`src/rtl/d_mem_copy.sv`:
```
// Copy/fill engine that moves len bytes through the data-memory port in WORD/HALFWORD/BYTE chunks.
// Fill mode is compiled in only when the macro D_MEM_COPY_FILL_EN is defined.

package config_pkg;
   localparam int DMemAddrWidth = 16;
endpackage

package mem_pkg;
   typedef enum logic [1:0] {
      BYTE     = 2'd0,
      HALFWORD = 2'd1,
      WORD     = 2'd2
   } mem_width_t;
endpackage

module d_mem_copy
   import config_pkg::*;
   import mem_pkg::*;
#(
   parameter int LenWidth = 16
) (
   input  logic                     clk,
   input  logic                     reset,
   input  logic                     start,
   input  logic [DMemAddrWidth-1:0] src_addr,
   input  logic [DMemAddrWidth-1:0] dst_addr,
   input  logic [LenWidth-1:0]      len,
   input  logic                     fill_mode,
   input  logic [31:0]              fill_value,
   output logic                     busy,
   output logic                     done,
   output logic [DMemAddrWidth-1:0] mem_addr,
   output mem_width_t               mem_width,
   output logic                     mem_sign_extend,
   output logic [31:0]              mem_data_in,
   output logic                     mem_write_enable,
   input  logic [31:0]              mem_data_out
);

`ifdef D_MEM_COPY_FILL_EN
   localparam logic FillEn = 1'b1;
`else
   localparam logic FillEn = 1'b0;
`endif

   typedef enum logic [2:0] {IDLE, READ, HOLD, WRITE, DONE} state_t;

   state_t                     state_q;
   logic [DMemAddrWidth-1:0]   src_q, dst_q, addr_q;
   logic [LenWidth-1:0]        rem_q;
   logic                       fill_q;
   logic [31:0]                fill_val_q;
   logic [31:0]                data_q;
   logic                       busy_q, done_q, we_q;
   mem_width_t                 width_q;

   mem_width_t                 step_w, next_w;
   logic [2:0]                 step_bytes;
   logic [DMemAddrWidth-1:0]   src_d, dst_d;
   logic [LenWidth-1:0]        rem_d;

   function automatic mem_width_t chunk_width(input logic [LenWidth-1:0] n);
      if (n >= LenWidth'(4)) return WORD;
      if (n >= LenWidth'(2)) return HALFWORD;
      return BYTE;
   endfunction

   function automatic logic [2:0] chunk_bytes(input mem_width_t w);
      case (w)
         WORD:     return 3'd4;
         HALFWORD: return 3'd2;
         default:  return 3'd1;
      endcase
   endfunction

   // Pointer/count values after the chunk currently held in rem_q completes.
   always_comb begin
      step_w     = chunk_width(rem_q);
      step_bytes = chunk_bytes(step_w);
      src_d      = src_q + DMemAddrWidth'(step_bytes);
      dst_d      = dst_q + DMemAddrWidth'(step_bytes);
      rem_d      = rem_q - LenWidth'(step_bytes);
      next_w     = chunk_width(rem_d);
   end

   // Memory-port outputs are registered, so each transition sets them for the state being entered.
   always_ff @(posedge clk) begin
      if (!reset) begin
         state_q    <= IDLE;
         src_q      <= '0;
         dst_q      <= '0;
         rem_q      <= '0;
         fill_q     <= 1'b0;
         fill_val_q <= '0;
         addr_q     <= '0;
         width_q    <= WORD;
         data_q     <= '0;
         busy_q     <= 1'b0;
         done_q     <= 1'b0;
         we_q       <= 1'b0;
      end else begin
         case (state_q)
            IDLE: begin
               done_q <= 1'b0;
               if (start) begin
                  src_q      <= src_addr;
                  dst_q      <= dst_addr;
                  rem_q      <= len;
                  fill_q     <= FillEn & fill_mode;
                  fill_val_q <= fill_value;
                  if (len == '0) begin
                     state_q <= DONE;
                     done_q  <= 1'b1;
                  end else if (FillEn && fill_mode) begin
                     state_q <= WRITE;
                     busy_q  <= 1'b1;
                     addr_q  <= dst_addr;
                     width_q <= chunk_width(len);
                     data_q  <= fill_value;
                     we_q    <= 1'b1;
                  end else begin
                     state_q <= READ;
                     busy_q  <= 1'b1;
                     addr_q  <= src_addr;
                     width_q <= chunk_width(len);
                  end
               end
            end
            READ: state_q <= HOLD;
            HOLD: begin
               state_q <= WRITE;
               data_q  <= mem_data_out;
               addr_q  <= dst_q;
               we_q    <= 1'b1;
            end
            WRITE: begin
               src_q <= src_d;
               dst_q <= dst_d;
               rem_q <= rem_d;
               if (rem_d != '0) begin
                  width_q <= next_w;
                  if (fill_q) begin
                     addr_q <= dst_d;
                     data_q <= fill_val_q;
                  end else begin
                     state_q <= READ;
                     addr_q  <= src_d;
                     data_q  <= '0;
                     we_q    <= 1'b0;
                  end
               end else begin
                  state_q <= DONE;
                  busy_q  <= 1'b0;
                  done_q  <= 1'b1;
                  we_q    <= 1'b0;
                  addr_q  <= '0;
                  width_q <= WORD;
                  data_q  <= '0;
               end
            end
            DONE: begin
               state_q <= IDLE;
               done_q  <= 1'b0;
            end
            default: state_q <= IDLE;
         endcase
      end
   end

   assign busy             = busy_q;
   assign done             = done_q;
   assign mem_addr         = addr_q;
   assign mem_width        = width_q;
   assign mem_sign_extend  = 1'b0;
   assign mem_data_in      = data_q;
   assign mem_write_enable = we_q;

endmodule

```
`config.mk`:
```
export PLATFORM = sky130hd
export DESIGN_NAME = d_mem_copy
export DESIGN_NICKNAME = d
export VERILOG_FILES = /design/src/rtl/d_mem_copy.sv
export SDC_FILE = /design/constraint.sdc
export NUM_CORES = 1
export LEC_CHECK = 0
export BUFFER_PORTS_ARGS = -buffer_cell sky130_fd_sc_hd__clkbuf_2
export CORE_AREA = 2 2 110 112
export DETAILED_ROUTE_END_ITERATION = 10
export DIE_AREA = 0 0 112 114
export PLACE_DENSITY = 0.74
export RECOVER_POWER = 100
export SETUP_SLACK_MARGIN = 0.3
export SYNTH_ARGS = -nofsm -noshare
export SYNTH_HDL_FRONTEND = slang
export SYNTH_SLANG_ARGS = --single-unit
```
`constraint.sdc`:
```
create_clock -name clk -period 6.6 [get_ports clk]
set_input_delay 0.66 -clock clk [delete_from_list [all_inputs] [get_ports clk]]
set_output_delay 0.66 -clock clk [all_outputs]
set_load 0.01 [all_outputs]
```
-- Yosys cells after proc, flatten, opt, wreduce, memory -nomap -nowiden
Index checks and enable logic that the tools add are counted.
- add/subtract/negate cells: 3
- magnitude comparators: 6
- eq/ne operators: 9
- muxes and demuxes: 58
- reductions and logical operators: 12
- operator list (kind ; count):
    $mux 16 ; 6
    $pmux 16 s2 ; 3
    $pmux 32 s2 ; 1
    $ge 16x2->1 const B ; 3
    $ge 16x3->1 const B ; 3
    $pmux 16 s3 ; 1
    $add 16x3->16 ; 2
    $mux 2 ; 15
    $mux 1 ; 23
    $logic_not 16->1 ; 1
    $reduce_bool 16->1 ; 1
    $sub 16x3->16 ; 1
    $pmux 3 s4 ; 1
    $mux 3 ; 3
    $eq 3x2->1 const B ; 2
    $ne 2x2->1 const B ; 3
    $pmux 3 s2 ; 1
    $reduce_and 3->1 ; 2
    $reduce_bool 3->1 ; 2
    $pmux 1 s2 ; 2
    $pmux 2 s2 ; 1
    $reduce_and 2->1 ; 2
    $reduce_and 4->1 ; 1
    $reduce_bool 2->1 ; 2
    other kinds (6) ; 6
- flip-flop bits (word level): 104
- bits of input ports: 116
- output and inout bits: 54
- logic and storage cells: 98

-- Depth between registers and ports, before layout
Gate-level depths: netlist of the first run.
- depth after elaboration: 16
- depth in mapped cells: 15
- depth with buffers taken out: 15

-- Worst setup path after synthesis of the first run
No wires, ideal clock.
- path type: flip-flop to flip-flop
- from: register rem_q[10]
- to: register addr_q[7], in the netlist mem_addr[7]
- library setup time: 129 ps
- arrival: 3569 ps
- required time: 6471 ps
- setup slack: 2902 ps
- stages on the path, launching flop included: 15
- buffers on the path: 1
- clock period less this slack: 3698 ps
- cells stage by stage: dfxtp_1 > or3_1 > nor4_1 > and3_1 > inv_1 > nor2_1 > ha_1 > and2b_2 > o21ai_0 > nand2_2 > a2111oi_4 > a41oi_4 > buf_6 > a221oi_2 > a21oi_1
- word-level cells in the longest chain between the ends: 11
- ends and longest elaborated chain (element ; RTL line ; source):
    start: declaration ; 50 ; logic [LenWidth-1:0] rem_q;
    start signal: assignment ; 108 ; rem_q <= len;
    start signal: assignment ; 139 ; rem_q <= rem_d;
    $ge 16x2->1 ; 64 ; if (n >= LenWidth'(2)) return HALFWORD;
    $mux 1 (2 in a row) ; 64 ;
    $mux 2 ; 65 ; return BYTE;
    $mux 2 ; 64 ;
    $eq 2x1->1 or $eq 2x2->1 (tied branches) ; 69 ; case (w)
    $pmux 3 s2 ; 69 ;
    $sub 16x3->16 ; 82 ; rem_d = rem_q - LenWidth'(step_bytes);
    $reduce_bool 16->1 ; 140 ; if (rem_d != '0) begin
    $mux 16 (*) ; 140 ;
    $pmux 16 s3 (*) ; 102 ; case (state_q)
    end signal: assignment ; 117 ; addr_q <= dst_addr;
    end signal: assignment ; 143 ; addr_q <= dst_d;
    end signal: assignment ; 147 ; addr_q <= src_d;
    end: declaration ; 49 ; logic [DMemAddrWidth-1:0] src_q, dst_q, addr_q;
Every way passes the cells marked *; elsewhere a longest branch is shown, timed or not. The select of a mux whose other input is x is not followed.
A chain may end at the register's enable or synchronous reset.

-- Final worst setup path of the first run
- from: register state_q[1]
- to: register src_q[4]
- word-level cells in the longest chain between the ends: 3
- ends and longest elaborated chain (element ; RTL line ; source):
    start: declaration ; 48 ; state_t state_q;
    start signal: assignment ; 89 ; state_q <= IDLE;
    start signal: assignment ; 112 ; state_q <= DONE;
    start signal: assignment ; 115 ; state_q <= WRITE;
    $eq 3x2->1 or $logic_not 3->1 (tied branches) ; 102 ;
    $reduce_bool 2->1 (no source line) or $ne 2x2->1 (tied branches) ; - ;
    $reduce_and 2->1 (no source line) ; - ;
    end signal: assignment ; 106 ; src_q <= src_addr;
    end signal: assignment ; 137 ; src_q <= src_d;
    end: declaration ; 49 ;
Several ways; a longest one is shown, not always the timed one.

==> results of run 1 <==
## cell type report
cell class                 count  area share, %
clock buffer                  11          3.731
clock inverter                 5          1.000
inverter                       8         0.4615
multi-input combinational    528          50.10
sequential                   104          32.00
tap                          147          2.827
timing repair buffer         140          9.885
## worst max-delay path by stage
stage / to / slack (ps) / cells after the start
2_1_floorplan: mem_addr[7] / 2900 / 14
3_5_place_dp: mem_addr[5] / 1960 / 13
6_report: src_q[4] / 1720 / 6
3_3_place_gp: mem_addr[6] / 2070 / 13
5_1_grt: src_q[4] / 1270 / 6
4_1_cts: mem_addr[2] / 1940 / 13
## kinds of logic (layout without fill, tap and decap cells)
kind of cell	after synthesis	in the layout
other cells	1	1
simple gates	293	293
xor+xnor	17	17
buf+inv	60	164
flops	104	104
fa+ha+maj	12	12
compound gates	205	205
## synthesized netlist by cell type (4+ instances only)
| master | count |
|---|---|
| dfxtp_1 | 104 |
| a21oi_1 | 67 |
| nand2_1 | 59 |
| and3_1 | 54 |
| nor2b_1 | 47 |
| nor2_1 | 46 |
| o21ai_0 | 44 |
| clkbuf_1 | 38 |
| nand3_1 | 26 |
| nor3_1 | 17 |
| a21boi_0 | 12 |
| o211a_1 | 10 |
| xor2_1 | 10 |
| a221oi_1 | 9 |
| ha_1 | 9 |
| nor4_1 | 9 |
| inv_1 | 8 |
| nand4_1 | 8 |
| a31oi_1 | 7 |
| o211ai_1 | 7 |
| xnor2_1 | 7 |
| a221oi_2 | 6 |
| a222oi_1 | 5 |
| a22oi_1 | 5 |
| a211oi_1 | 4 |
| clkbuf_8 | 4 |
## power groups by stage
stage               sequential, mW  clock [mW]  combinational, mW
floorplan                    0.757           0              0.327
global placement             0.754           0              0.439
detailed placement           0.758           0              0.452
CTS                          0.743       0.565              0.454
global route                 0.752       0.587              0.501
finish                       0.744       0.554              0.449
## stage by stage
stage	util [%]	hold slack, ps	cell area, um^2
finish	55.56	496.0	6506
global route	55.56	523.4	6506
CTS	56.51	501.7	6618
detailed placement	53.88	490.2	6310
global placement	53.88	472.3	6310
floorplan	-	428.3	5699
## per-layer routing
| layer | vias to the layer above | share of wire, % | GRT usage, % |
|---|---|---|---|
| li1 | 2713 | - | - |
| met3 | 26 | 6.0 | 4.623 |
| met1 | 2636 | 44 | 31.43 |
| met2 | 198 | 48 | 42.22 |
| met5 | - | 0 | 0 |
| met4 | 0 | 2.1 | 8.293 |
## worst max-delay path, stage by stage (launching register included)
cell and delay, ps:
dfxtp_1 460, and2b_1 1030, nand2_1 1430, nand2_1 1120
o21ai_0 240, a222oi_1 350, nor2b_1 80
## registers in the layout, summed over array words and instances (netlist names)
signal,flops
busy,1
done,1
dst_q,16
mem_addr,16
mem_data_in,32
mem_width,2
mem_write_enable,1
rem_q,16
src_q,16
state_q,3
==> results.yml, run 1 <==
outcome:
  status: "finished, violations left"
  violations: "max-capacitance violations, max-slew violations"
placement:
  dp.final_hpwl_um: 10430
  placedCellCount: 927
  dp_slack_ps: 1960
  port_buffers: 135
  gp_congestion: 0.8668
worst_setup_path:
  cp-end-kind: "flop"
  worstPathRequired_ps: 6840
  r2r.worst_path.cells: 6
  critPathArrivalTime_ps: 5120
  r2r_slack_ps: 1720
  critPathKind: "flop to flop"
  cp_max_fo: 55
  setup.worst_path.start: "state_q[1]"
  r2r_start: "state_q[1]"
  cp-start-kind: "flop"
  r2r_end: "src_q[4]"
die:
  dieHeight_um: 114
  pin_count: 170
  die_width_um: 112
  coreArea_mm2: 0.01171
  die-area_mm2: 0.01277
  row_count: 40
  initial_core_util_pct: 48.66
power_and_ir_drop:
  p_sw_share_pct: 33.01
  vdd_drop_max_mv: 0.1396
  leakage_nw: 2.791
  pwr-share-clk_pct: 31.7
  p_int_mw: 1.171
  power.density_mw_per_mm2: 268.6
  switchingPower_mw: 0.5768
  pwr-share-comb_pct: 25.7
  finalPower_mw: 1.747
  seq_power_share_pct: 42.6
clocking:
  cts_inserted_buffers: 9
  insertion_delay_ps: 360
  post_cts_buffers: 0
  clockBufferDepth: 2
  htree_num_levels: 3
  cts.sinks: 104
  cts_hold_buffers: 0
  cts_resized: 0
  cts_tree: "done"
  cts-root-buf: "clkbuf_16"
  clk_pin_slew_ps: 70
layout:
  fin_nets: 919
  seq_area_mm2: 0.002082
  fill_cells: 1136
  final_cell_mix: "104 x dfxtp_1, 82 x clkbuf_2, 67 x a21oi_1, 60 x nand2_1, 55 x clkbuf_1"
  diodes: 0
  final_cells: 943
  final_common_cell: "dfxtp_1"
  multiInputGateArea_mm2: 0.003259
  synthToLayoutAreaGrowth_pct: 14.16
  final_layout_size_suffix_gt1_share_pct: 14.70
synthesis:
  synth_edf_count: 0
  synth_top_family_by_area: "simple AND/OR/NAND/NOR gates"
  synth_top_cell_by_area: "dfxtp_1"
  ys_seq_area_share_pct: 36.53
  synthesis.area_mm2: 0.005699
  synth-xor-area-share_pct: 2.613
  synth_cell_types: 65
  synth.area.top_cells: "dfxtp_1 37%, and3_1 5.9%, a21oi_1 5.9%, nor2b_1 5.2%, nand2_1 3.9%"
  synth_warnings: 0
  synth_seq_cells: 104
  yosys.area.top_type_share_pct: 36.53
  syn-instance-count: 692
  synth_compound_area_share_pct: 24.76
  syn_avg_cell_area_um2: 8.236
  synth-simple-area-share_pct: 27.31
  synth.net_count: 820
  synthMuxAreaShare_pct: 0
  async_flop_share_pct: 0
  synthAdderAreaFrac_pct: 3.030
  synthFlopType: "dfxtp_1"
timing:
  setup_violations: 0
  clock.fmax_mhz: 204.8
  worstMarginPinSlew_ps: 3855
  setup_ws_ps: 1717
  fin_crit_ps: 4883
  hold_viol_final: 0
  maxSlewViolCount: 163
  setup-tns-final_ps: 0
  clock_skew_ps: 6.322
  fin_crit_sh_pct: 73.98
  rsz0062_at_grt: "no"
  slew_headroom_pct: -157.0
detailed_routing:
  drc: 0
  wl_per_cell_um: 16.66
  drt_iter0_markers: 470
  dr.pass1.iters: 5
  routed_wl_um: 15710
  final_antenna_net_count: 0
  via_per_inst: 5.910
  num_vias: 5573
min_path:
  min_to: "busy"
  min_path_cells: 2
  hold_start: "busy"
  hold_path_class: "flop to flop"
global_routing:
  track_usage_pct: 24.62
  grt_antenna_before_repair: 0
  grt_pass1_wl_um: 25750
  grt_pass1_vias: 5343
  grt_max_degree: 107
  grt_overflow: 0
flow_run:
  maxCapViolations: 2
(Power assumes the default switching activity.)
==> run 2: changes to the inputs <==
==> constraint.sdc (replaced) <==
create_clock -name clk -period 5 [get_ports clk]
set_input_delay 0.5 -clock clk [delete_from_list [all_inputs] [get_ports clk]]
set_output_delay 0.5 -clock clk [all_outputs]
set_load 0.01 [all_outputs]
==> run 2 against run 1 <==
  * The flow still finishes with violations (max-capacitance violations, max-slew violations)
  * Combinational power rose by 33%
  * Worst hold slack got worse by 91 ps
  * Utilization rose by 0.23 points
  * Largest cell class unchanged
  * Maximum frequency rose by 15%
  * Largest power group unchanged
  * Routed wire length fell by 0.17%
  * Die area did not move
  * Clock power rose by 32%
==> results.yml, run 2 (synthesis gave the netlist of run 1 again) <==
clocking:
  clk_pin_slew_ps: 70
  clockBufferDepth: 2
  insertion_delay_ps: 360
  cts.sinks: 104
  cts-root-buf: "clkbuf_16"
  htree_num_levels: 3
  cts_hold_buffers: 0
  cts_tree: "done"
  cts_inserted_buffers: 9
global_routing:
  grt_max_degree: 58
  grt_antenna_before_repair: 0
  grt_pass1_wl_um: 25390
  grt_pass1_vias: 5268
  grt_overflow: 0
  track_usage_pct: 24.35
layout:
  final_cell_mix: "104 x dfxtp_1, 81 x clkbuf_2, 67 x a21oi_1, 60 x nand2_1, 56 x clkbuf_1"
  final_common_cell: "dfxtp_1"
  largest_reg_flops: 32
  fin_nets: 922
  final_layout_size_suffix_gt1_share_pct: 15.14
  diodes: 0
  synthToLayoutAreaGrowth_pct: 14.64
detailed_routing:
  drc: 0
  num_vias: 5596
  wl_per_cell_um: 16.58
  routed_wl_um: 15680
  drt_iter0_markers: 505
  dr.pass1.iters: 5
  final_antenna_net_count: 0
  via_per_inst: 5.915
worst_setup_path:
  worstPathCellList: "or3_1 -> nor4_2 -> and3_1 -> inv_1 -> nor2_1 -> ha_1 -> fa_1 -> nor2b_1 -> a21oi_1 -> o22a_2 -> a2111oi_4 -> a41oi_4 -> a221oi_1 -> a21oi_1"
  critPathArrivalTime_ps: 4480
  worstPathRequired_ps: 5240
  critPathBufInv: 1
  cp_slowest_cell: "a2111oi_4"
  slowest_delay_ps: 500
  cp-end-kind: "flop"
  cp-start-kind: "flop"
  cp_max_fo: 15
  critPathKind: "flop to flop"
  critPathTopFamily: "compound AO/OA/AOI/OAI gates"
  r2r_start: "rem_q[10]"
  timing.critical_path.mode_cell: "a21oi_1"
  setup.worst_path.start: "rem_q[10]"
power_and_ir_drop:
  power.density_mw_per_mm2: 353.6
  leakage_nw: 2.810
  vdd_drop_max_mv: 0.1707
  finalPower_mw: 2.311
placement:
  gp_congestion: 0.8771
  dp.final_hpwl_um: 10530
  port_buffers: 135
timing:
  setup-tns-final_ps: 0
  worstMarginPinSlew_ps: 2256
  maxSlewViolCount: 165
  fin_crit_ps: 4238
  fin_crit_sh_pct: 84.77
  clock.fmax_mhz: 235.9
  slew_headroom_pct: -50.38
  hold_viol_final: 0
  rsz0062_at_grt: "no"
  setup_violations: 0
  clock_skew_ps: 10.35
die:
  die-area_mm2: 0.01277
  initial_core_util_pct: 48.66
  row_count: 40
  pin_count: 170
  dieHeight_um: 114
  coreArea_mm2: 0.01171
  die_width_um: 112
min_path:
  hold_path_class: "input port to flop"
  hold_start: "dst_addr[11]"
outcome:
  status: "finished, violations left"
  violations: "max-capacitance violations, max-slew violations"
flow_run:
  maxCapViolations: 3
==> run 2: changes by cell type in the layout (fill, tap and decap cells not counted) <==
cell / change
and2_0: +1
and2_1: -1
and2b_1: -1
and2b_2: +1
buf_4: +3
clkbuf_1: +1
clkbuf_2: -1
clkinv_2: +1
clkinvlp_4: -2
inv_6: +1
nor4_1: -1
nor4_2: +1
==> run 2: path summary, 6_finish.rpt <==
path            endpoint  slack (ps)  depth (start not counted)
max          mem_addr[0]         760                         14
max reg2reg  mem_addr[0]         760                         14
min reg2reg         busy         490                          2
min            dst_q[11]         410                          3
==> run 2: routing by layer <==
layer / vias up / global-route usage [%] / share of wire (%)
met5: - / 0 / 0
met4: 0 / 10.00 / 2.8
met3: 34 / 3.773 / 6.4
met2: 213 / 41.09 / 48
met1: 2627 / 31.35 / 43
li1: 2722 / - / -
==> run 2: layout make-up <==
type	instances	area (um^2)
tap	147	183.9
sequential	104	2082
timing repair buffer	143	664.4
clock inverter	5	63.81
inverter	8	30.03
multi-input combinational	528	3267
clock buffer	11	242.7
fill	1138	5177
==> run 2: timing repair <==
item | 4_1_cts | 5_1_grt
setup buffers | 0 | 0
gates resized for setup | 0 | 1
setup endpoints to repair | 0 | 11
==> run 2: where the power goes <==
group | switching [mW] | leakage, nW | internal [mW] | total (mW)
registers | 0.0734 | 0.853 | 0.910 | 0.983
clock network | 0.324 | 0.152 | 0.408 | 0.732
logic | 0.363 | 1.80 | 0.232 | 0.595
total | 0.761 | 2.81 | 1.55 | 2.31
==> run 2: through the flow <==
step / utilization (%) / setup WS [ps] / cell area (um^2) / cells / hold WS [ps]
detailed placement: 54.07 / 671.1 / 6332 / 930 / 492.3
floorplan: - / 1302 / 5699 / 692 / 428.3
finish: 55.79 / 761.7 / 6534 / 946 / 405.1
CTS: 56.69 / 635.4 / 6639 / 946 / 396.9
global route: 55.79 / 333.8 / 6534 / 946 / 418.6
global placement: 54.07 / 750.8 / 6332 / 930 / 463.7
==> run 2: tightest hold or removal path, delay by kind of cell <==
family,cells,cell delay [ps]
compound gates,1,50
simple gates,1,100
buf+inv,1,70
